--- src/rtl/bram_stream_loader.sv ---
// Byte-stream to BRAM loader: packs 4 stream bytes per word and writes consecutive words
// from C_BASEADDR. Optional read-back verify enabled by defining BRAM_LOADER_VERIFY_EN.
module bram_stream_loader #(
  parameter logic [31:0] C_BASEADDR  = 32'h0000_0000,
  parameter int          C_MEMSIZE   = 'h4000,
  parameter int          C_LEN_WIDTH = 13
) (
  input  logic                   Clk,
  input  logic                   Rst_n,
  input  logic                   Start,
  input  logic [C_LEN_WIDTH-1:0] Num_Words,
  input  logic [7:0]             S_Data,
  input  logic                   S_Valid,
  output logic                   S_Ready,
  output logic                   BRAM_Rst,
  output logic                   BRAM_Clk,
  output logic                   BRAM_EN,
  output logic [3:0]             BRAM_WEN,
  output logic [31:0]            BRAM_Addr,
  output logic [31:0]            BRAM_Dout,
  input  logic [31:0]            BRAM_Din,
  output logic                   Busy,
  output logic                   Done,
  output logic                   Error,
  output logic [C_LEN_WIDTH-1:0] Words_Written
);

  // Vectors are little-endian numbered: the first stream byte of a word lands in [31:24],
  // which is the big-endian lane [0:7] of the BRAM port.
  localparam logic [31:0] MAX_WORDS = 32'(C_MEMSIZE / 4);

  typedef enum logic [2:0] {
    IDLE       = 3'd0,
    COLLECT    = 3'd1,
    WRITE      = 3'd2,
    VERIFY_RD  = 3'd3,
    VERIFY_CMP = 3'd4,
    DONE       = 3'd5
  } state_t;

  state_t                 state;
  state_t                 state_nxt;
  logic [31:0]            addr;
  logic [31:0]            word;
  logic [1:0]             byte_cnt;
  logic [C_LEN_WIDTH-1:0] num_words;
  logic [C_LEN_WIDTH-1:0] words_written;
  logic                   error;

  logic                   len_zero;
  logic                   range_err;
  logic [C_LEN_WIDTH-1:0] ww_inc;
  logic                   last_word;

  assign len_zero  = (Num_Words == '0);
  assign range_err = (32'(Num_Words) > MAX_WORDS);
  assign ww_inc    = words_written + C_LEN_WIDTH'(1);
  assign last_word = (ww_inc == num_words);

  assign BRAM_Rst      = ~Rst_n;
  assign BRAM_Clk      = Clk;
  assign BRAM_Addr     = addr;
  assign BRAM_Dout     = word;
  assign Error         = error;
  assign Words_Written = words_written;

  always_ff @(posedge Clk or negedge Rst_n) begin
    if (!Rst_n) state <= IDLE;
    else        state <= state_nxt;
  end

  always_comb begin
    state_nxt = state;
    case (state)
      IDLE: begin
        if (Start) begin
          if (len_zero || range_err) state_nxt = DONE;
          else                       state_nxt = COLLECT;
        end
      end
      COLLECT: begin
        if (S_Valid && (byte_cnt == 2'd3)) state_nxt = WRITE;
      end
      WRITE: begin
`ifdef BRAM_LOADER_VERIFY_EN
        state_nxt = VERIFY_RD;
`else
        state_nxt = last_word ? DONE : COLLECT;
`endif
      end
      VERIFY_RD:  state_nxt = VERIFY_CMP;
      // words_written was already bumped in WRITE, so equality means this was the last word
      VERIFY_CMP: state_nxt = (words_written == num_words) ? DONE : COLLECT;
      DONE:       state_nxt = IDLE;
      default:    state_nxt = IDLE;
    endcase
  end

  always_comb begin
    S_Ready  = (state == COLLECT);
    BRAM_EN  = (state == WRITE) || (state == VERIFY_RD);
    BRAM_WEN = (state == WRITE) ? 4'b1111 : 4'b0000;
    Busy     = (state == COLLECT) || (state == WRITE) ||
               (state == VERIFY_RD) || (state == VERIFY_CMP);
    Done     = (state == DONE);
  end

  always_ff @(posedge Clk or negedge Rst_n) begin
    if (!Rst_n) begin
      addr          <= '0;
      word          <= '0;
      byte_cnt      <= '0;
      num_words     <= '0;
      words_written <= '0;
      error         <= 1'b0;
    end else begin
      case (state)
        IDLE: begin
          if (Start) begin
            num_words     <= Num_Words;
            words_written <= '0;
            byte_cnt      <= '0;
            addr          <= C_BASEADDR;
            error         <= range_err;
          end
        end
        COLLECT: begin
          if (S_Valid) begin
            word     <= {word[23:0], S_Data};
            byte_cnt <= byte_cnt + 2'd1;
          end
        end
        WRITE: begin
          words_written <= ww_inc;
`ifndef BRAM_LOADER_VERIFY_EN
          // Address is held on the last word so it never points past the loaded region
          if (!last_word) addr <= addr + 32'd4;
`endif
        end
`ifdef BRAM_LOADER_VERIFY_EN
        VERIFY_CMP: begin
          if (BRAM_Din != word) error <= 1'b1;
          if (words_written != num_words) addr <= addr + 32'd4;
        end
`endif
        default: ;
      endcase
    end
  end

`ifndef BRAM_LOADER_VERIFY_EN
  logic unused_din;
  assign unused_din = ^BRAM_Din;
`endif

endmodule
--- config.mk ---
export PLATFORM = sky130hd
export DESIGN_NAME = bram_stream_loader
export DESIGN_NICKNAME = d
export VERILOG_FILES = /design/src/rtl/bram_stream_loader.sv
export SDC_FILE = /design/constraint.sdc
export NUM_CORES = 1
export LEC_CHECK = 0
export ABC_AREA = 0
export BUFFER_PORTS_ARGS = -buffer_cell sky130_fd_sc_hd__buf_4
export CORE_AREA = 5 5 110 112
export CTS_BUF_LIST = sky130_fd_sc_hd__clkbuf_2
export DETAILED_ROUTE_END_ITERATION = 6
export DIE_AREA = 0 0 115 117
export GPL_TIMING_DRIVEN = 0
export PLACE_DENSITY_LB_ADDON = 0.1
export SLEW_MARGIN = 20
export SYNTH_ARGS = -nofsm -noshare
export SYNTH_HDL_FRONTEND = slang
export SYNTH_SLANG_ARGS = --single-unit
--- constraint.sdc ---
create_clock -name Clk -period 6.9 [get_ports Clk]
set_clock_uncertainty 0.2 [all_clocks]
set_input_delay 1.38 -clock Clk [delete_from_list [all_inputs] [get_ports Clk]]
set_output_delay 1.38 -clock Clk [all_outputs]
set_load 0.005 [all_outputs]
==> run metrics, run 1 <==
status=completed; clk slew on worst S/H paths=270 ps; most frequent cells after synthesis=nand2_1 (160), dfrtp_1 (94), o21ai_0 (31); vias in the first global route=4,439; Ant. Diodes=0; DR pass1 iterations=5; GPL Wtd Cong=0.855; Pwr Total=1.77 mW; CP arrival=3860 ps; Hold Vio Cnt, Final=0; most common cell in the netlist=nand2_1; Die Wd=115 µm; Post-synth ARST share=between 90% and 100%; Core Area=11,100 µm²; most area-consuming cells after synthesis=dfrtp_1 (48%), nand2_1 (12%), o21ai_0 (3.2%), a21oi_1 (3.0%), or3_1 (2.6%); placed cell areas=5870 µm²; power per cell area=295 nW/µm²; # fillers=1,097; fin. max-slew vios=0; Max rail drop VDD=approximately 0.19 mV; area used by multi-input combinational logic=approximately 2300 µm²; Initial DRC Count=roughly 250; vias=4,536; Finished Cell Area=6000 µm²; largest net degree at the start of global routing=96; classification of the worst setup path=clock port to primary output; Worst Setup Start Kind=clock port; setup TNS=0 ps; Ports=approximately 150; setup ws final=1460 ps; Core Util, Final=a little over half; postcts setup bufs=0; nets@finish=739; Seq/Total Area, Yosys=48.5%; post-route ant nets=0; yosys synthesis warning count=0; DP HPWL=just under 10,000 µm; hold_buf cts=0; Residual DRC=0; CP max FO=2; initial antenna violation count=1; later-pin clock latency in the skew report=680 ps; first-pass GRT wire length=roughly 22,000 µm; WL final=13,600 µm; FF/Latch Area=2350 µm²; initial core utilization=43.6%; Post-synth EDFFs=0; Rel. slew slack=42.4%; post-synth top area cell=dfrtp_1; crit end category=primary output; maxcap violations=0; Post-Place Setup Slack=1650 ps; drt via density=5.48; Tightest Hold Check Type=register to register; Area Growth Syn to Fin=23.6%; Worst Max-Slew Pin Slew=roughly 860 ps; Post-Synthesis Cell Area=roughly 4900 µm²; # port buffers=110; layout cells sized above 1=22.8%; full die area=around 13,000 µm²; Die Y=117 µm; wire length per cell=16.4 µm; flops & latches, synth=94; Overall Global Routing Usage=20.8%; required time of the critical path=5320 ps; Synth top area share=48.5%; CTS tree=built; Post-Syn Instances=554; RSZ-0062 raised after global routing=no; top_reg_cell synth=dfrtp_1; final setup fails=0; post-CTS sizing=0; Leakage=2.90 nW; syn_area_per_cell=8.76 µm²; Core Rows=39; grt total ovfl=0; Yosys cell types=55
-- worst max-delay path, cell delays in order --
cell and delay [ps]:
clkbuf_2 80, clkbuf_2 90, buf_4 120, buf_4 120
-- layer usage --
layer | GRT usage (%) | wire length [µm] | part of all wire [%]
met2 | 32.7 | 6240 | 46
met1 | 29.1 | 6160 | 45
met4 | 6.18 | 207 | 1.5
met5 | 0 | 12 | 0.089
met3 | 4.42 | 933 | 6.9
-- sequential cells by signal (all words and copies together) (netlist names) --
register,flops
byte_cnt,2
BRAM_Dout,32
Error,1
state,3
Words_Written,13
num_words,13
BRAM_Addr,30
-- where the power goes --
group	switching, mW	internal, mW
clock network	0.228	0.0865
logic	0.344	0.293
registers	0.129	0.692
total	0.702	1.07
-- logic make-up after synthesis --
| kind of cell | after synthesis | share of synthesized area (%) |
|---|---|---|
| other | 1 | 0.0772 |
| buffers and inverters | 46 | 4.95 |
| adders and majority gates | 3 | 0.773 |
| muxes | 6 | 1.34 |
| xor gates and xnor gates | 18 | 3.25 |
| and+or+nand+nor | 287 | 29.1 |
| AOI/OAI and AO/OA | 99 | 12.1 |
| DFF | 94 | 48.5 |
-- layout by cell type (no fill, tap or decap), drive strengths merged, types with 12 or more instances in the layout --
cell and instances:
nand2 160, buf 127, dfrtp 94, o21ai 38, clkbuf 36, a21oi 30
or3 20, nand3 20, nand4 18, o31ai 12
-- final cells by class --
type	count	area share (%)
sequential	94	39.2
multi-input combinational	415	37.8
timing repair buffer	109	13.7
buffer	41	3.69
tap	143	2.98
clock inverter	7	1.25
clock buffer	13	1.13
inverter	5	0.313
-- final timing paths --
| path | start | to | slack, ps | cells after the start |
|---|---|---|---|---|
| max in group asynchronous | Rst_n | BRAM_Dout[20] | 5410 | 1 |
| hold / removal | Error | Error | 320 | 2 |
| hold reg to reg | Error | Error | 320 | 2 |
| setup / recovery | Clk | BRAM_Clk | 1460 | 4 |
| setup reg to reg | Words_Written[0] | BRAM_Addr[10] | 3670 | 9 |
| min in group asynchronous | Rst_n | BRAM_Addr[19] | 540 | 1 |
-- metrics by stage --
step | hold slack [ps] | cells
after floorplan | 263 | 555
after global placement | 261 | 808
after detailed placement | 262 | 808
after CTS | 323 | 827
after global routing | 344 | 827
final | 319 | 827
Power figures use the tool's default switching activity.
==> run 2: changes to the inputs <==
- ABC_AREA: 0 -> 1
- CORE_AREA: 5 5 110 112 -> 5 5 115 117
- DIE_AREA: 0 0 115 117 -> 0 0 120 122
- clock period: 6.9 -> 5.1 ns (I/O delays scaled with it)
==> run 2 against run 1 <==
Sequential cell count is the same. Via count grew 6.4%. Global-route usage is essentially flat. Wire length grew 7.4%. Combinational power grew 82%. Sequential share of layout area shrank 2.8 points. Clock power grew 75%. Synthesized area grew 8.2%. Setup slack lost 540 ps. Worst hold slack lost 220 ps. Critical path type unchanged. Critical endpoint unchanged.
==> run metrics, run 2 <==
classification of the worst setup path=clock port to primary output; most common cell in the netlist=nand2_1; fin. max-slew vios=0; Core Area=12,300 µm²; Die Wd=120 µm; later-pin clock latency in the skew report=~700 ps; CP max FO=3; mux cell area share after synthesis=~5%; busiest grt layer=met2; Yosys cell types=35; RSZ-0062 raised after global routing=no; post-synth top area cell=dfrtp_1; required time of the critical path=3880 ps; Rel. slew slack=40.9%; Worst Max-Slew Pin Slew=886 ps; initial antenna violation count=0; Area Growth Syn to Fin=23.0%; Initial DRC Count=313; r2r setup slk=2390 ps; flops & latches, synth=94; crit end category=primary output; grt met3 use=around 4.5%; post-CTS sizing=0; initial core utilization=42.8%; Compound-Gate Fraction of Synth Area=~5%; post-route ant nets=0; Seq/Total Area, Yosys=44.8%; Hold Vio Cnt, Final=0; GPL Wtd Cong=0.925; vias=4,825; nets@finish=871; grt met1 use=26.5%; Ports=145; Die Y=122 µm; Post-synth ARST share=100%; drt via density=4.99; yosys synthesis warning count=0; vias in the first global route=between 4,000 and 5,000; Hold WS=94.6 ps; R2R cell count=9; DP HPWL=roughly 11,000 µm; XOR/XNOR Fraction of Synth Area=approximately 5.7%; layout cells sized above 1=21.8%; # fillers=roughly 1,200; top_reg_cell synth=dfrtp_1; full die area=14,600 µm²; postcts setup bufs=0; most frequent cells in the layout=nand2_1 (210), buf_4 (115), dfrtp_1 (94); maxcap violations=0; largest family of logic cells by synthesized area=simple AND/OR/NAND/NOR gates; setup TNS=0 ps; wire length per cell=15.1 µm; Tightest Hold Check Type=primary input to asynchronous set/reset pin; most frequent cells after synthesis=nand2_1 (210), dfrtp_1 (94), nor2_1 (84); Global Route met2 Usage=between 30% and 40%; RR Startpoint=state[1]; most area-consuming cells after synthesis=dfrtp_1 (45%), nand2_1 (15%), nor2_1 (6.0%), nand3_1 (5.6%), mux2_2 (5.1%); Post-Syn Instances=686; Post-synth EDFFs=0; WL final=14,600 µm; final setup fails=0; Overall Global Routing Usage=20.8%; grt total ovfl=0; Max rail drop VDD=0.238 mV; Worst Setup Start Kind=clock port; largest net degree at the start of global routing=96; worst setup path start=Clk; hold_buf cts=0; Residual DRC=0; clk slew on worst S/H paths=280 ps; CP arrival=2960 ps; power per cell area=440 nW/µm²; CTS tree=built; syn_area_per_cell=approximately 7.7 µm²; first-pass GRT wire length=23,900 µm; # port buffers=110; Worst R2R End=BRAM_Addr[26]; Synth Area in Adders=0.715%; most common cell after layout, fill and taps aside=nand2_1; Leakage=3.16 nW; Post-Synthesis Cell Area=5250 µm²; Core Rows=41; max reg flops=32; Synth top area share=44.8%; DR pass1 iterations=5; Synth Area in Simple Gates=31.1%; status=completed
-- run 2: final cells by class --
class	instances	area, µm²	area share (%)
diodes	1	2.50	0.0387
plain buffers	27	155	2.40
clock buffers	13	67.6	1.05
clock inverters	7	126	1.96
inverters	64	240	3.72
multi-input cells	502	2510	38.8
flip-flops and latches	94	2350	36.4
well taps	150	188	2.90
repair buffers	109	822	12.7
-- run 2: worst max path at each step --
stage / end / slack [ps] / cells after the start
floorplan: BRAM_Clk / 1220 / 1
global placement: BRAM_Clk / 1110 / 2
detailed placement: BRAM_Clk / 1110 / 2
CTS: BRAM_Clk / 900 / 4
global route: BRAM_Clk / 890 / 4
finish: BRAM_Clk / 920 / 4
-- run 2: power by group --
| part | total, mW | internal (mW) | leakage, nW | switching [mW] |
|---|---|---|---|---|
| registers | 1.13 | 0.961 | 1.22 | 0.169 |
| clock network | 0.552 | 0.252 | 0.117 | 0.300 |
| logic | 1.16 | 0.538 | 1.82 | 0.621 |
| total | 2.84 | 1.75 | 3.16 | 1.09 |
-- run 2: critical path: stages --
cell      delay (ps)
clkbuf_2          80
clkbuf_2          90
buf_4            110
buf_4            120
-- run 2: routing by layer --
layer / vias to the layer above / share of wire, %
li1: 2429 / -
met1: 2244 / 45
met2: 125 / 48
met3: 27 / 4.9
met4: 0 / 2.3
met5: - / 0
-- run 2: cell families after synthesis --
group,Yosys count
AO/OA/AOI/OAI,47
XOR/XNOR,34
adder cells (fa/ha/maj),3
buffers and inverters,91
flip-flops,94
multiplexers,24
other,1
AND/OR/NAND/NOR,392
-- run 2: stage by stage --
| step | instance area [µm²] | setup slack [ps] | std cells | power (mW) | utilization, % |
|---|---|---|---|---|---|
| after floorplan | 5260 | 1220 | 687 | 1.80 | - |
| after global placement | 6270 | 1110 | 947 | 2.30 | 51.1 |
| after detailed placement | 6270 | 1110 | 947 | 2.34 | 51.2 |
| after CTS | 6460 | 903 | 966 | 2.87 | 52.7 |
| after global routing | 6460 | 894 | 966 | 3.06 | 52.7 |
| final | 6460 | 920 | 967 | 2.84 | 52.7 |
==> run 3: changes to the inputs <==
- clock period: 5.1 -> 3.4 ns (I/O delays scaled with it)
==> run 3 against run 2 <==
Non-clock buffer count rose by 21. Largest cell class unchanged. First-iteration DRC count rose by 1.9%. Highest routed layer unchanged. Via count rose by 1.8%.
==> run metrics, run 3 (synthesis results as in run 2) <==
vias=4,912; drt via density=between 4 and 5; later-pin clock latency in the skew report=slightly above 700 ps; Core Area=12,300 µm²; fin. max-slew vios=0; clk slew on worst S/H paths=280 ps; Max rail drop VDD=0.359 mV; # fillers=between 1,000 and 1,500; status=completed; maxcap violations=0; Post-Place Setup Slack=596 ps; full die area=around 15,000 µm²; post-CTS sizing=0; Core Util, Final=54.4%; # port buffers=between 100 and 150; Tightest Hold Check Type=primary input to register; setup ws final=278 ps; DR pass1 iterations=7; Die Y=122 µm; Hold Vio Cnt, Final=0; Pwr Total=approximately 4.3 mW; Worst Setup Start Kind=register; RSZ-0062 raised after global routing=no; Core Rows=between 40 and 50; layout cells sized above 1=a little over a fifth; Rel. slew slack=slightly above 40%; Peak Freq=0.320 GHz; r2r setup slk=740 ps; final setup fails=0; DP HPWL=10,900 µm; nets@finish=between 800 and 900; vias in the first global route=4,848; power per cell area=642 nW/µm²; Worst Max-Slew Pin Slew=between 800 and 900 ps; placed cell areas=6270 µm²; CP max FO=9; Overall Global Routing Usage=21.1%; first-pass GRT wire length=24,300 µm; Die Wd=120 µm; wire length per cell=roughly 15 µm; max reg flops=32; Leakage=3.25 nW; Ports=145; classification of the worst setup path=register to primary output; most common cell after layout, fill and taps aside=nand2_1; WL final=around 15,000 µm; initial core utilization=42.8%; required time of the critical path=2520 ps; most frequent cells in the layout=nand2_1 (210), buf_4 (115), dfrtp_1 (94); post-route ant nets=0; GPL Wtd Cong=0.925; CP arrival=2240 ps; crit end category=primary output; CTS tree=built; Initial DRC Count=319; Area Growth Syn to Fin=27.0%; largest net degree at the start of global routing=96; grt total ovfl=0; postcts setup bufs=0; setup TNS=0 ps; initial antenna violation count=0; minimum clock period=3120 ps; Residual DRC=0; Finished Cell Area=6670 µm²; fin crit share=between 90% and 100%
==> run 3: final cells by class <==
cell class	count	area, µm²	share of cell area, %
clock buffers	13	67.6	1.01
diodes	1	2.50	0.0375
well taps	150	188	2.81
repair buffers	130	1030	15.5
plain buffers	27	155	2.33
clock inverters	7	126	1.89
flip-flops and latches	94	2350	35.3
inverters	64	240	3.60
multi-input cells	502	2510	37.6
==> run 3: worst paths after layout <==
| check | start | to | cells past startpoint |
|---|---|---|---|
| min in group asynchronous | Rst_n | BRAM_Addr[7] | 2 |
| max in group asynchronous | Rst_n | Words_Written[6] | 2 |
| hold reg to reg | BRAM_Dout[29] | BRAM_Dout[29] | 2 |
| hold / removal | Num_Words[5] | num_words[5] | 3 |
| setup reg to reg | state[1] | BRAM_Addr[26] | 9 |
| setup / recovery | state[1] | BRAM_WEN[2] | 6 |
==> run 3: per-stage QoR <==
| stage | std cells | hold WS [ps] |
|---|---|---|
| 2_1_floorplan | 687 | 184 |
| 3_3_place_gp | 947 | 271 |
| 3_5_place_dp | 947 | 281 |
| 4_1_cts | 987 | 11.2 |
| 5_1_grt | 987 | 28.4 |
| 6_report | 988 | 43.8 |
==> run 3: per-layer routing <==
layer / up-vias / wire, µm / GRT usage, %
met2: 124 / 7220 / 35.3
met3: 29 / 738 / 4.50
met1: 2284 / 6530 / 26.7
li1: 2475 / - / -
met5: - / 0 / 0
met4: 0 / 342 / 8.52
==> run 3: what timing repair did <==
item / CTS / global route
hold buffers: 21 / 0
setup endpoints to repair: 0 / 0
hold endpoints to repair: 115 / 0
==> run 3: power by group <==
group	switching [mW]	internal, mW	total [mW]
logic	0.935	0.823	1.76
clock network	0.450	0.379	0.829
registers	0.253	1.44	1.69
==> run 3: critical path, stage by stage, from the launching register on <==
cell     delay (ps)
dfrtp_1         450
inv_1            70
nor2_1          190
nand2_1         300
inv_2           280
buf_4           140
buf_4            90
